<file path="src/rtl/dma_pkg.sv">
// Shared types and AXI constants for the burst DMA master.
package dma_pkg;

    typedef enum logic [2:0] {
        ST_IDLE,
        ST_RADDR,
        ST_RDATA,
        ST_WADDR,
        ST_WDATA,
        ST_WRESP,
        ST_FIN
    } dma_state_t;

    localparam logic [1:0] AXI_BURST_INCR = 2'b01;
    localparam logic [3:0] AXI_CACHE_DEF  = 4'b0010;
    localparam logic [1:0] RESP_OKAY      = 2'b00;
    localparam logic [1:0] RESP_SLVERR    = 2'b10;
    localparam logic [1:0] RESP_DECERR    = 2'b11;
    localparam int         BOUNDARY_4K    = 4096;

endpackage

</file>
<file path="src/rtl/dma_burst_calc.sv">
// Burst sizing: beats = min(remaining, MAX_BURST_LEN, beats left in the 4 KB page).
module dma_burst_calc
    import dma_pkg::*;
#(
    parameter int DATA_WIDTH    = 32,
    parameter int MAX_BURST_LEN = 16,
    parameter int LEN_WIDTH     = 16
) (
    input  logic [11:0]          page_off,
    input  logic [LEN_WIDTH-1:0] remaining,
    output logic [7:0]           axlen
);

    localparam int SIZE_LOG = $clog2(DATA_WIDTH / 8);
    // wide enough for a full 4 KB byte distance and for the word count
    localparam int CW = (LEN_WIDTH > 14) ? LEN_WIDTH : 14;

    logic [CW-1:0] rem_w;
    logic [CW-1:0] bnd_w;
    logic [CW-1:0] cap_w;
    logic [CW-1:0] min_w;

    // three-way minimum; AxLEN is one less than the beat count
    always_comb begin
        rem_w = CW'(remaining);
        bnd_w = (CW'(BOUNDARY_4K) - CW'(page_off)) >> SIZE_LOG;
        cap_w = CW'(MAX_BURST_LEN);
        min_w = rem_w;
        if (bnd_w < min_w) min_w = bnd_w;
        if (cap_w < min_w) min_w = cap_w;
        axlen = 8'(min_w - CW'(1));
    end

endmodule

</file>
<file path="src/rtl/axi_burst_dma_master.sv">
// AXI4 burst master: splits one command into INCR bursts and streams
// data between the local memory ports and the AXI read/write channels.
module axi_burst_dma_master
    import dma_pkg::*;
#(
    parameter int ADDR_WIDTH    = 32,
    parameter int DATA_WIDTH    = 32,
    parameter int MAX_BURST_LEN = 16,
    parameter int LEN_WIDTH     = 16
) (
    input  logic                    M_ACLK,
    input  logic                    M_ARESET,
    input  logic                    CMD_VALID,
    output logic                    CMD_READY,
    input  logic                    CMD_WRITE,
    input  logic [ADDR_WIDTH-1:0]   CMD_ADDR,
    input  logic [LEN_WIDTH-1:0]    CMD_WORDS,
    output logic                    BUSY,
    output logic                    DONE,
    output logic                    ERROR,
    output logic [DATA_WIDTH-1:0]   RD_DATA,
    output logic                    RD_VALID,
    input  logic                    RD_READY,
    input  logic [DATA_WIDTH-1:0]   WR_DATA,
    input  logic                    WR_VALID,
    output logic                    WR_READY,
    output logic                    M_ARVALID,
    input  logic                    M_ARREADY,
    output logic [ADDR_WIDTH-1:0]   M_ARADDR,
    output logic [7:0]              M_ARLEN,
    output logic [2:0]              M_ARSIZE,
    output logic [1:0]              M_ARBURST,
    output logic [3:0]              M_ARCACHE,
    output logic [3:0]              M_ARID,
    output logic                    M_ARLOCK,
    output logic [2:0]              M_ARPROT,
    output logic [3:0]              M_ARQOS,
    output logic                    M_ARUSER,
    input  logic                    M_RVALID,
    output logic                    M_RREADY,
    input  logic [DATA_WIDTH-1:0]   M_RDATA,
    input  logic [1:0]              M_RRESP,
    input  logic                    M_RLAST,
    output logic                    M_AWVALID,
    input  logic                    M_AWREADY,
    output logic [ADDR_WIDTH-1:0]   M_AWADDR,
    output logic [7:0]              M_AWLEN,
    output logic [2:0]              M_AWSIZE,
    output logic [1:0]              M_AWBURST,
    output logic [3:0]              M_AWCACHE,
    output logic [3:0]              M_AWID,
    output logic                    M_AWLOCK,
    output logic [2:0]              M_AWPROT,
    output logic [3:0]              M_AWQOS,
    output logic                    M_AWUSER,
    output logic                    M_WVALID,
    input  logic                    M_WREADY,
    output logic [DATA_WIDTH-1:0]   M_WDATA,
    output logic [DATA_WIDTH/8-1:0] M_WSTRB,
    output logic                    M_WLAST,
    input  logic                    M_BVALID,
    output logic                    M_BREADY,
    input  logic [1:0]              M_BRESP
);

    localparam int SIZE_LOG = $clog2(DATA_WIDTH / 8);

    dma_state_t            state;
    logic                  write_q;
    logic [ADDR_WIDTH-1:0] addr_q;
    logic [LEN_WIDTH-1:0]  rem_q;
    logic [7:0]            ax_len_q;
    logic [8:0]            beat_cnt;
    logic                  arvalid_q;
    logic                  awvalid_q;
    logic                  bready_q;
    logic                  busy_q;
    logic                  done_q;
    logic                  error_q;

    logic [8:0]            burst_beats;
    logic [ADDR_WIDTH-1:0] calc_addr;
    logic [LEN_WIDTH-1:0]  calc_rem;
    logic [7:0]            calc_len;
    logic                  next_write;
    logic                  burst_end;
    logic                  r_hs;
    logic                  w_hs;
    logic                  rdata_st;
    logic                  wdata_st;
    logic                  last_beat;

    // The calculator always looks one burst ahead: in IDLE it sizes the
    // command's first burst, otherwise the burst following the current one.
    always_comb begin
        burst_beats = {1'b0, ax_len_q} + 9'd1;
        if (state == ST_IDLE) begin
            calc_addr  = CMD_ADDR & ~ADDR_WIDTH'(DATA_WIDTH / 8 - 1);
            calc_rem   = CMD_WORDS;
            next_write = CMD_WRITE;
        end else begin
            calc_addr  = addr_q + (ADDR_WIDTH'(burst_beats) << SIZE_LOG);
            calc_rem   = rem_q - LEN_WIDTH'(burst_beats);
            next_write = write_q;
        end
    end

    dma_burst_calc #(
        .DATA_WIDTH   (DATA_WIDTH),
        .MAX_BURST_LEN(MAX_BURST_LEN),
        .LEN_WIDTH    (LEN_WIDTH)
    ) u_calc (
        .page_off (calc_addr[11:0]),
        .remaining(calc_rem),
        .axlen    (calc_len)
    );

    // Channel muxing: data paths are straight wires gated by the data states.
    always_comb begin
        rdata_st  = (state == ST_RDATA);
        wdata_st  = (state == ST_WDATA);
        last_beat = (beat_cnt == {1'b0, ax_len_q});
        r_hs      = rdata_st & M_RVALID & RD_READY;
        w_hs      = wdata_st & WR_VALID & M_WREADY;
        burst_end = ((state == ST_IDLE) & CMD_VALID) |
                    (r_hs & M_RLAST) |
                    ((state == ST_WRESP) & M_BVALID);
    end

    assign CMD_READY = (state == ST_IDLE);
    assign BUSY      = busy_q;
    assign DONE      = done_q;
    assign ERROR     = error_q;

    assign RD_DATA   = M_RDATA;
    assign RD_VALID  = M_RVALID & rdata_st;
    assign M_RREADY  = RD_READY & rdata_st;

    assign M_WDATA   = WR_DATA;
    assign M_WVALID  = WR_VALID & wdata_st;
    assign WR_READY  = M_WREADY & wdata_st;
    assign M_WLAST   = wdata_st & last_beat;
    assign M_WSTRB   = '1;
    assign M_BREADY  = bready_q;

    assign M_ARVALID = arvalid_q;
    assign M_ARADDR  = addr_q;
    assign M_ARLEN   = ax_len_q;
    assign M_ARSIZE  = 3'(SIZE_LOG);
    assign M_ARBURST = AXI_BURST_INCR;
    assign M_ARCACHE = AXI_CACHE_DEF;
    assign M_ARID    = '0;
    assign M_ARLOCK  = 1'b0;
    assign M_ARPROT  = '0;
    assign M_ARQOS   = '0;
    assign M_ARUSER  = 1'b0;

    assign M_AWVALID = awvalid_q;
    assign M_AWADDR  = addr_q;
    assign M_AWLEN   = ax_len_q;
    assign M_AWSIZE  = 3'(SIZE_LOG);
    assign M_AWBURST = AXI_BURST_INCR;
    assign M_AWCACHE = AXI_CACHE_DEF;
    assign M_AWID    = '0;
    assign M_AWLOCK  = 1'b0;
    assign M_AWPROT  = '0;
    assign M_AWQOS   = '0;
    assign M_AWUSER  = 1'b0;

    // Control FSM; burst_end (accept or burst completion) overrides the
    // per-state next state and launches the next address phase or FIN.
    always_ff @(posedge M_ACLK) begin
        if (M_ARESET) begin
            state     <= ST_IDLE;
            write_q   <= 1'b0;
            addr_q    <= '0;
            rem_q     <= '0;
            ax_len_q  <= '0;
            beat_cnt  <= '0;
            arvalid_q <= 1'b0;
            awvalid_q <= 1'b0;
            bready_q  <= 1'b0;
            busy_q    <= 1'b0;
            done_q    <= 1'b0;
            error_q   <= 1'b0;
        end else begin
            done_q <= 1'b0;
            case (state)
                ST_IDLE: begin
                    if (CMD_VALID) begin
                        write_q <= CMD_WRITE;
                        busy_q  <= 1'b1;
                        error_q <= 1'b0;
                    end
                end
                ST_RADDR: begin
                    if (M_ARREADY) begin
                        arvalid_q <= 1'b0;
                        beat_cnt  <= '0;
                        state     <= ST_RDATA;
                    end
                end
                ST_WADDR: begin
                    if (M_AWREADY) begin
                        awvalid_q <= 1'b0;
                        beat_cnt  <= '0;
                        state     <= ST_WDATA;
                    end
                end
                ST_RDATA: begin
                    if (r_hs) begin
                        beat_cnt <= beat_cnt + 9'd1;
                        // bad response, or RLAST not matching the expected count
                        if (M_RRESP != RESP_OKAY || (M_RLAST != last_beat))
                            error_q <= 1'b1;
                    end
                end
                ST_WDATA: begin
                    if (w_hs) begin
                        beat_cnt <= beat_cnt + 9'd1;
                        if (last_beat) begin
                            bready_q <= 1'b1;
                            state    <= ST_WRESP;
                        end
                    end
                end
                ST_WRESP: begin
                    if (M_BVALID) begin
                        bready_q <= 1'b0;
                        if (M_BRESP != RESP_OKAY) error_q <= 1'b1;
                    end
                end
                ST_FIN: begin
                    busy_q <= 1'b0;
                    state  <= ST_IDLE;
                end
                default: state <= ST_IDLE;
            endcase

            if (burst_end) begin
                addr_q <= calc_addr;
                rem_q  <= calc_rem;
                if (calc_rem == '0) begin
                    done_q <= 1'b1;
                    state  <= ST_FIN;
                end else begin
                    ax_len_q  <= calc_len;
                    arvalid_q <= ~next_write;
                    awvalid_q <= next_write;
                    state     <= next_write ? ST_WADDR : ST_RADDR;
                end
            end
        end
    end

endmodule

</file>
<file path="config.mk">
export PLATFORM = sky130hd
export DESIGN_NAME = axi_burst_dma_master
export DESIGN_NICKNAME = d
export VERILOG_FILES = /design/src/rtl/dma_pkg.sv /design/src/rtl/dma_burst_calc.sv /design/src/rtl/axi_burst_dma_master.sv
export SDC_FILE = /design/constraint.sdc
export NUM_CORES = 1
export LEC_CHECK = 0
export ABC_AREA = 1
export CAP_MARGIN = 20
export CORE_ASPECT_RATIO = 2
export CORE_MARGIN = 2
export CORE_UTILIZATION = 40
export DETAILED_ROUTE_END_ITERATION = 10
export PLACE_DENSITY = 0.78
export SYNTH_ARGS = -nofsm -noshare
export SYNTH_HDL_FRONTEND = slang
export SYNTH_SLANG_ARGS = --single-unit
</file>
<file path="constraint.sdc">
create_clock -name M_ACLK -period 10 [get_ports M_ACLK]
set_input_delay 3 -clock M_ACLK [delete_from_list [all_inputs] [get_ports M_ACLK]]
set_output_delay 3 -clock M_ACLK [all_outputs]
set_load 0.005 [all_outputs]
</file>
# After elaboration in Yosys (flattened, before gate mapping)
# Cells that the tools add are included.
dict set report totals {
  ram_bits 0
  ff_bits 75
  romBits 0
  n_memories 0
  latchBits 0
  out_inout_bits 204
  in_bits 128
}
dict set report classes {
  shifts 0
  n_lt_le_gt_ge 2
  n_addsub 6
  mul 0
  reduce_logical 18
  bitwise_logic 15
  muxes 39
  eq_ne 22
  n_div 0
}
# cell count
set op_table {}
lappend op_table {{$mux W9} 4}
lappend op_table {{$pmux W9 S4} 1}
lappend op_table {{$add A32 B11 Y32} 1}
lappend op_table {{$mux W16} 2}
lappend op_table {{$mux W32} 1}
lappend op_table {{$mux W1} 19}
lappend op_table {{$mux W3} 6}
lappend op_table {{$logic_not A16 Y1} 1}
lappend op_table {{$lt A14 B16 Y1} 1}
lappend op_table {{$lt A5 B16 Y1 const A} 1}
lappend op_table {{$sub A16 B9 Y16} 1}
lappend op_table {{$sub A13 B12 Y14 const A} 1}
lappend op_table {{$ne A2 B2 Y1 const B} 6}
lappend op_table {{$pmux W3 S4} 1}
lappend op_table {{$and A1 B1 Y1} 10}
lappend op_table {{$reduce_and A5 Y1} 2}
lappend op_table {{$add A8 B1 Y9 const B} 1}
lappend op_table {{$add A9 B1 Y9 const B} 1}
lappend op_table {{$eq A3 B3 Y1 const B} 3}
lappend op_table {{$eq A9 B8 Y1} 1}
lappend op_table {{$ne A3 B3 Y1 const B} 3}
lappend op_table {{$mux W8} 1}
lappend op_table {{$ne A2 B1 Y1 const B} 4}
lappend op_table {{$reduce_bool A2 Y1} 4}
lappend op_table {{19 further kinds} 26}

# Longest topological paths before layout
dict set report depth {
  depth_word 9
  mapped_depth 36
  mapped_depth_nobuf 36
}

# Cells and area by module
# Synthesis repeated with hierarchy kept, for this count alone.
dict set report hier_totals {
  hier_cells 1198
  hier_area_um2 7528.5
}
# mod instances area_per_inst_um2 cells_per_inst
set by_module_without_submodules {}
lappend by_module_without_submodules {axi_burst_dma_master 1 6710.2 1053}
lappend by_module_without_submodules {dma_burst_calc 1 818.3 145}

# Worst setup path after synthesis
# Ideal clock, no wire load.
dict set report synth_timing {
  path_type {input to output}
  start {in M_RVALID}
  end {out RD_VALID}
  path_slack_ns 3.841
  cell_stages 2
  arrival_ns 3.159
  path_buffers 0
  path_cell_list {inv_1 nor2_1}
}
dict set report synth_via {
  elab_chain_len 1
}
# item line
set synth_lines {}
lappend synth_lines {{from (decl)} axi_burst_dma_master.sv:39} ;# input logic M_RVALID,
lappend synth_lines {{$and A1 B1 Y1} axi_burst_dma_master.sv:136} ;# assign RD_VALID = M_RVALID & rdata_st;
lappend synth_lines {{to (decl)} axi_burst_dma_master.sv:22} ;# output logic RD_VALID,
# No other way between the ends.

# Worst setup path after layout
# Same ends and word-level chain as after synthesis.

==> impl_metrics.toml <==
[outcome]
run_status = "complete, no violations"

[setup_path]
timing.critical_path.fanout_max = 2
launch_instance_of_the_worst_register_to_register_path = "M_ARLEN[1]"
r2r.worst_path.cells = 35
critical_path.endpoint_type = "primary output"
worst_ep_required_time_ns = 7.00
worst_setup_path_start_kind = "input port"
crit-reg2reg-capture = "M_ARLEN[4]"
ff2ff_setup_slack_ns = 4.24
critPathKind = "input port to primary output"
crit_arrival_ns = 4.17

[sta]
final.setup.worst_slack_ns = 2.83
finalSetupViolCount = 0
rsz0062_at_grt = "false"
layout_worst_path_cycle_share = 0.717
worst_slew_pin_slew_ns = 0.692
timing.clock.skew_ns = 0.0117
slew_viol_final = 0
achievable-frequency_mhz = 139
period_needed_ns = 7.17
hold_violations = 0
setup_tns_ns = 0
timing.max_slew.rel_slack = 0.539

[detailed_routing]
remaining_routing_drc_violations = 0
drt_iter0_drc = 301
via_count = 7162
finalWirelength_um = 22500
detail_route.vias_per_cell = 5.16
antenna_violating_nets_post_route = 0
detailedRoute.firstPassIterationCount = 5
routed_wire_length_per_instance_um = 16.2

[yosys]
average_cell_area_after_synthesis_um2 = 6.45
number_of_synthesized_register_bits = 75
count_of_distinct_cell_types_in_the_synthesized_netlist = 57
synth-edff-count = 0
postSynth.asyncResetShare = 0
syn_inst = 1134
synth.yosys.seq_area_share = 0.205
syn-cell-area_um2 = 7310
yosys_warnings = 0
dominantRegCellSynth = "sky130_fd_sc_hd__dfxtp_1"

[floorplan]
die_area_um2 = 19400
rows = 70
floorplan.io_pins = 332
fp.dieH_um = 195
start_util = 0.403
core_um2 = 18100
die_width_um = 99.6

[cells_and_area]
final_net_count = 1329
syn_to_final_growth_pct = 13.8
layout_cells_sized_above_1 = 0.0632
n_antenna_cell = 0
n_fill_cell = 1835

[cts]
ctsRootBufferMaster = "sky130_fd_sc_hd__clkbuf_16"
cts.path.max_buffers = 2
cts-htree-levels = 3
clock_latency_ns = 0.35
total_cts_buffers = 9
clock_sinks = 75
cts.repair_timing.setup_buffer_count = 0
cts_tree = "done"
cts.clk_slew.worst_paths_ns = 0.06
cts.repair.resized = 0
post_cts_hold_buffer_count = 0

[global_route]
grt_antenna_before_repair = 0
grt_pass1_vias = 6921
grt_pass1_wl_um = 34700
gr-usage-all-layers = 0.227
grt_remaining_overflow = 0
grt_max_degree = 60

[worst_hold_path]
worst_hold_path.endpoint = "write_q"
worstHoldStart = "write_q"
classification_of_the_worst_slack_hold_path = "register to register"
min_path_cells = 2

[placed_design]
pre_cts_slack_ns = 2.75
io_buffer_count = 153
final_estimated_routing_congestion_in_global_placement = 0.911
detailedPlacementHpwl_um = 17600

[power]
combPwrFrac = 0.694
p_switching_uw = 1530
swShare = 0.519
power.clock.fraction = 0.115
internal_power_uw = 1420
p_seq_frac = 0.190
ratio_of_total_power_to_cell_area_nw_per_um2 = 354
power.ir.vdd_worst_mv = 0.128
leakage_uw = 0.00380

[job]
max_cap_viol_count = 0
==> metal layers <==
metal | share of wire | GRT usage
met1 | 0.33 | 0.204
met2 | 0.51 | 0.415
met3 | 0.049 | 0.0272
met4 | 0.11 | 0.227
met5 | 0 | 0
==> cells in the mapped netlist (2+ instances only) <==
cell type | count | area share
sky130_fd_sc_hd__ha_1 | 32 | 0.055
sky130_fd_sc_hd__xnor2_1 | 9 | 0.011
sky130_fd_sc_hd__nand3_2 | 4 | 0.0055
sky130_fd_sc_hd__o22ai_1 | 3 | 0.0026
sky130_fd_sc_hd__nand3b_1 | 2 | 0.0021
sky130_fd_sc_hd__buf_4 | 153 | 0.16
sky130_fd_sc_hd__nor2_2 | 6 | 0.0051
sky130_fd_sc_hd__a2111oi_0 | 2 | 0.0024
sky130_fd_sc_hd__inv_1 | 137 | 0.070
sky130_fd_sc_hd__nor2_1 | 97 | 0.050
sky130_fd_sc_hd__o21bai_1 | 2 | 0.0021
sky130_fd_sc_hd__o21ai_1 | 8 | 0.0055
sky130_fd_sc_hd__dfxtp_1 | 75 | 0.21
sky130_fd_sc_hd__nor2_4 | 4 | 0.0062
sky130_fd_sc_hd__xor2_1 | 25 | 0.030
sky130_fd_sc_hd__o21ai_0 | 50 | 0.034
sky130_fd_sc_hd__nor3_2 | 2 | 0.0027
sky130_fd_sc_hd__conb_1 | 2 | 0.0010
sky130_fd_sc_hd__a31oi_1 | 8 | 0.0068
sky130_fd_sc_hd__buf_2 | 7 | 0.0048
sky130_fd_sc_hd__nand2_4 | 5 | 0.0077
sky130_fd_sc_hd__a21oi_1 | 51 | 0.035
sky130_fd_sc_hd__nand3_1 | 76 | 0.052
sky130_fd_sc_hd__nor4_1 | 2 | 0.0017
sky130_fd_sc_hd__nand4_1 | 11 | 0.0094
sky130_fd_sc_hd__or2_2 | 7 | 0.0060
sky130_fd_sc_hd__o21ai_2 | 3 | 0.0036
sky130_fd_sc_hd__o211ai_1 | 13 | 0.013
sky130_fd_sc_hd__nand2_2 | 11 | 0.0094
sky130_fd_sc_hd__a211oi_1 | 5 | 0.0051
sky130_fd_sc_hd__nor3_1 | 18 | 0.012
sky130_fd_sc_hd__fa_1 | 2 | 0.0055
sky130_fd_sc_hd__buf_6 | 2 | 0.0031
sky130_fd_sc_hd__or2_1 | 6 | 0.0051
sky130_fd_sc_hd__nand3_4 | 3 | 0.0072
sky130_fd_sc_hd__nor3b_1 | 2 | 0.0021
sky130_fd_sc_hd__inv_2 | 4 | 0.0021
sky130_fd_sc_hd__clkbuf_1 | 17 | 0.0087
sky130_fd_sc_hd__nand2_1 | 250 | 0.13
==> through the flow <==
stage / hold WS (ns) / total power [uW] / instance area (um^2) / std cells / utilization
after floorplan: 0.425 / 2040 / 7480 / 1180 / -
after global placement: 0.435 / 2550 / 8030 / 1372 / 0.443
after detailed placement: 0.445 / 2590 / 8030 / 1372 / 0.443
after CTS: 0.454 / 2940 / 8320 / 1387 / 0.459
after global routing: 0.483 / 3230 / 8320 / 1387 / 0.459
final: 0.453 / 2940 / 8320 / 1387 / 0.459
==> cell families after synthesis <==
family                     count (synthesis)  synth area share
buffers and inverters                    323             0.249
other                                      2           0.00103
xor gates and xnor gates                  34            0.0407
muxes                                      1           0.00137
AOI/OAI and AO/OA                        155             0.124
DFF                                       75             0.205
adders and majority gates                 34            0.0602
and+or+nand+nor                          510             0.318
==> registers in the layout, summed over array words and instances (netlist names) <==
register   cells
beat_cnt       9
M_ARLEN        8
state          3
write_q        1
M_AWVALID      1
M_ARVALID      1
M_ARADDR      32
BUSY           1
rem_q         16
DONE           1
ERROR          1
M_BREADY       1
==> power by group through the flow <==
stage / sequential, uW / combinational [uW] / clock (uW)
after global routing: 576 / 2300 / 350
after global placement: 565 / 1980 / 0
after floorplan: 516 / 1530 / 0
final: 561 / 2040 / 340
after detailed placement: 567 / 2030 / 0
after CTS: 562 / 2040 / 342
==> area by class of cell <==
type	instances	area (um^2)	area share
Inverter	142	536	0.0643
Sequential cell	75	1500	0.180
Clock inverter	4	51.3	0.00616
Multi-Input combinational cell	782	4160	0.500
Tap cell	216	270	0.0325
Timing Repair Buffer	157	1560	0.188
Clock buffer	11	243	0.0292
==> worst max-delay path, cell delays in order <==
cell                              delay (ns)
sky130_fd_sc_hd__clkdlybuf4s50_1        0.48
sky130_fd_sc_hd__inv_1                  0.05
sky130_fd_sc_hd__nor2_1                 0.13
sky130_fd_sc_hd__clkdlybuf4s50_1        0.52
==> worst max path at each step <==
stage                start  cells past startpoint          to  slack [ns]
6_report          M_RVALID                      4    RD_VALID        2.83
5_1_grt           M_RVALID                      4    RD_VALID        2.75
4_1_cts           M_RVALID                      4    RD_VALID        2.82
3_5_place_dp   CMD_ADDR[2]                     28  M_ARLEN[4]        2.75
3_3_place_gp      M_RVALID                      4    RD_VALID        2.84
2_1_floorplan     M_RVALID                      2    RD_VALID        3.84
==> cell usage in the layout (no fill, tap or decap), drive strengths merged, types with 25 or more instances in the layout <==
cell type | synthesis | final
conb | 2 | 48
xor2 | 25 | 25
dfxtp | 75 | 75
nand2 | 267 | 267
nand3 | 83 | 83
ha | 32 | 32
a21oi | 52 | 52
inv | 142 | 142
clkdlybuf4s50 | 0 | 153
nor2 | 107 | 107
o21ai | 62 | 62
Power figures use the tool's default switching activity.
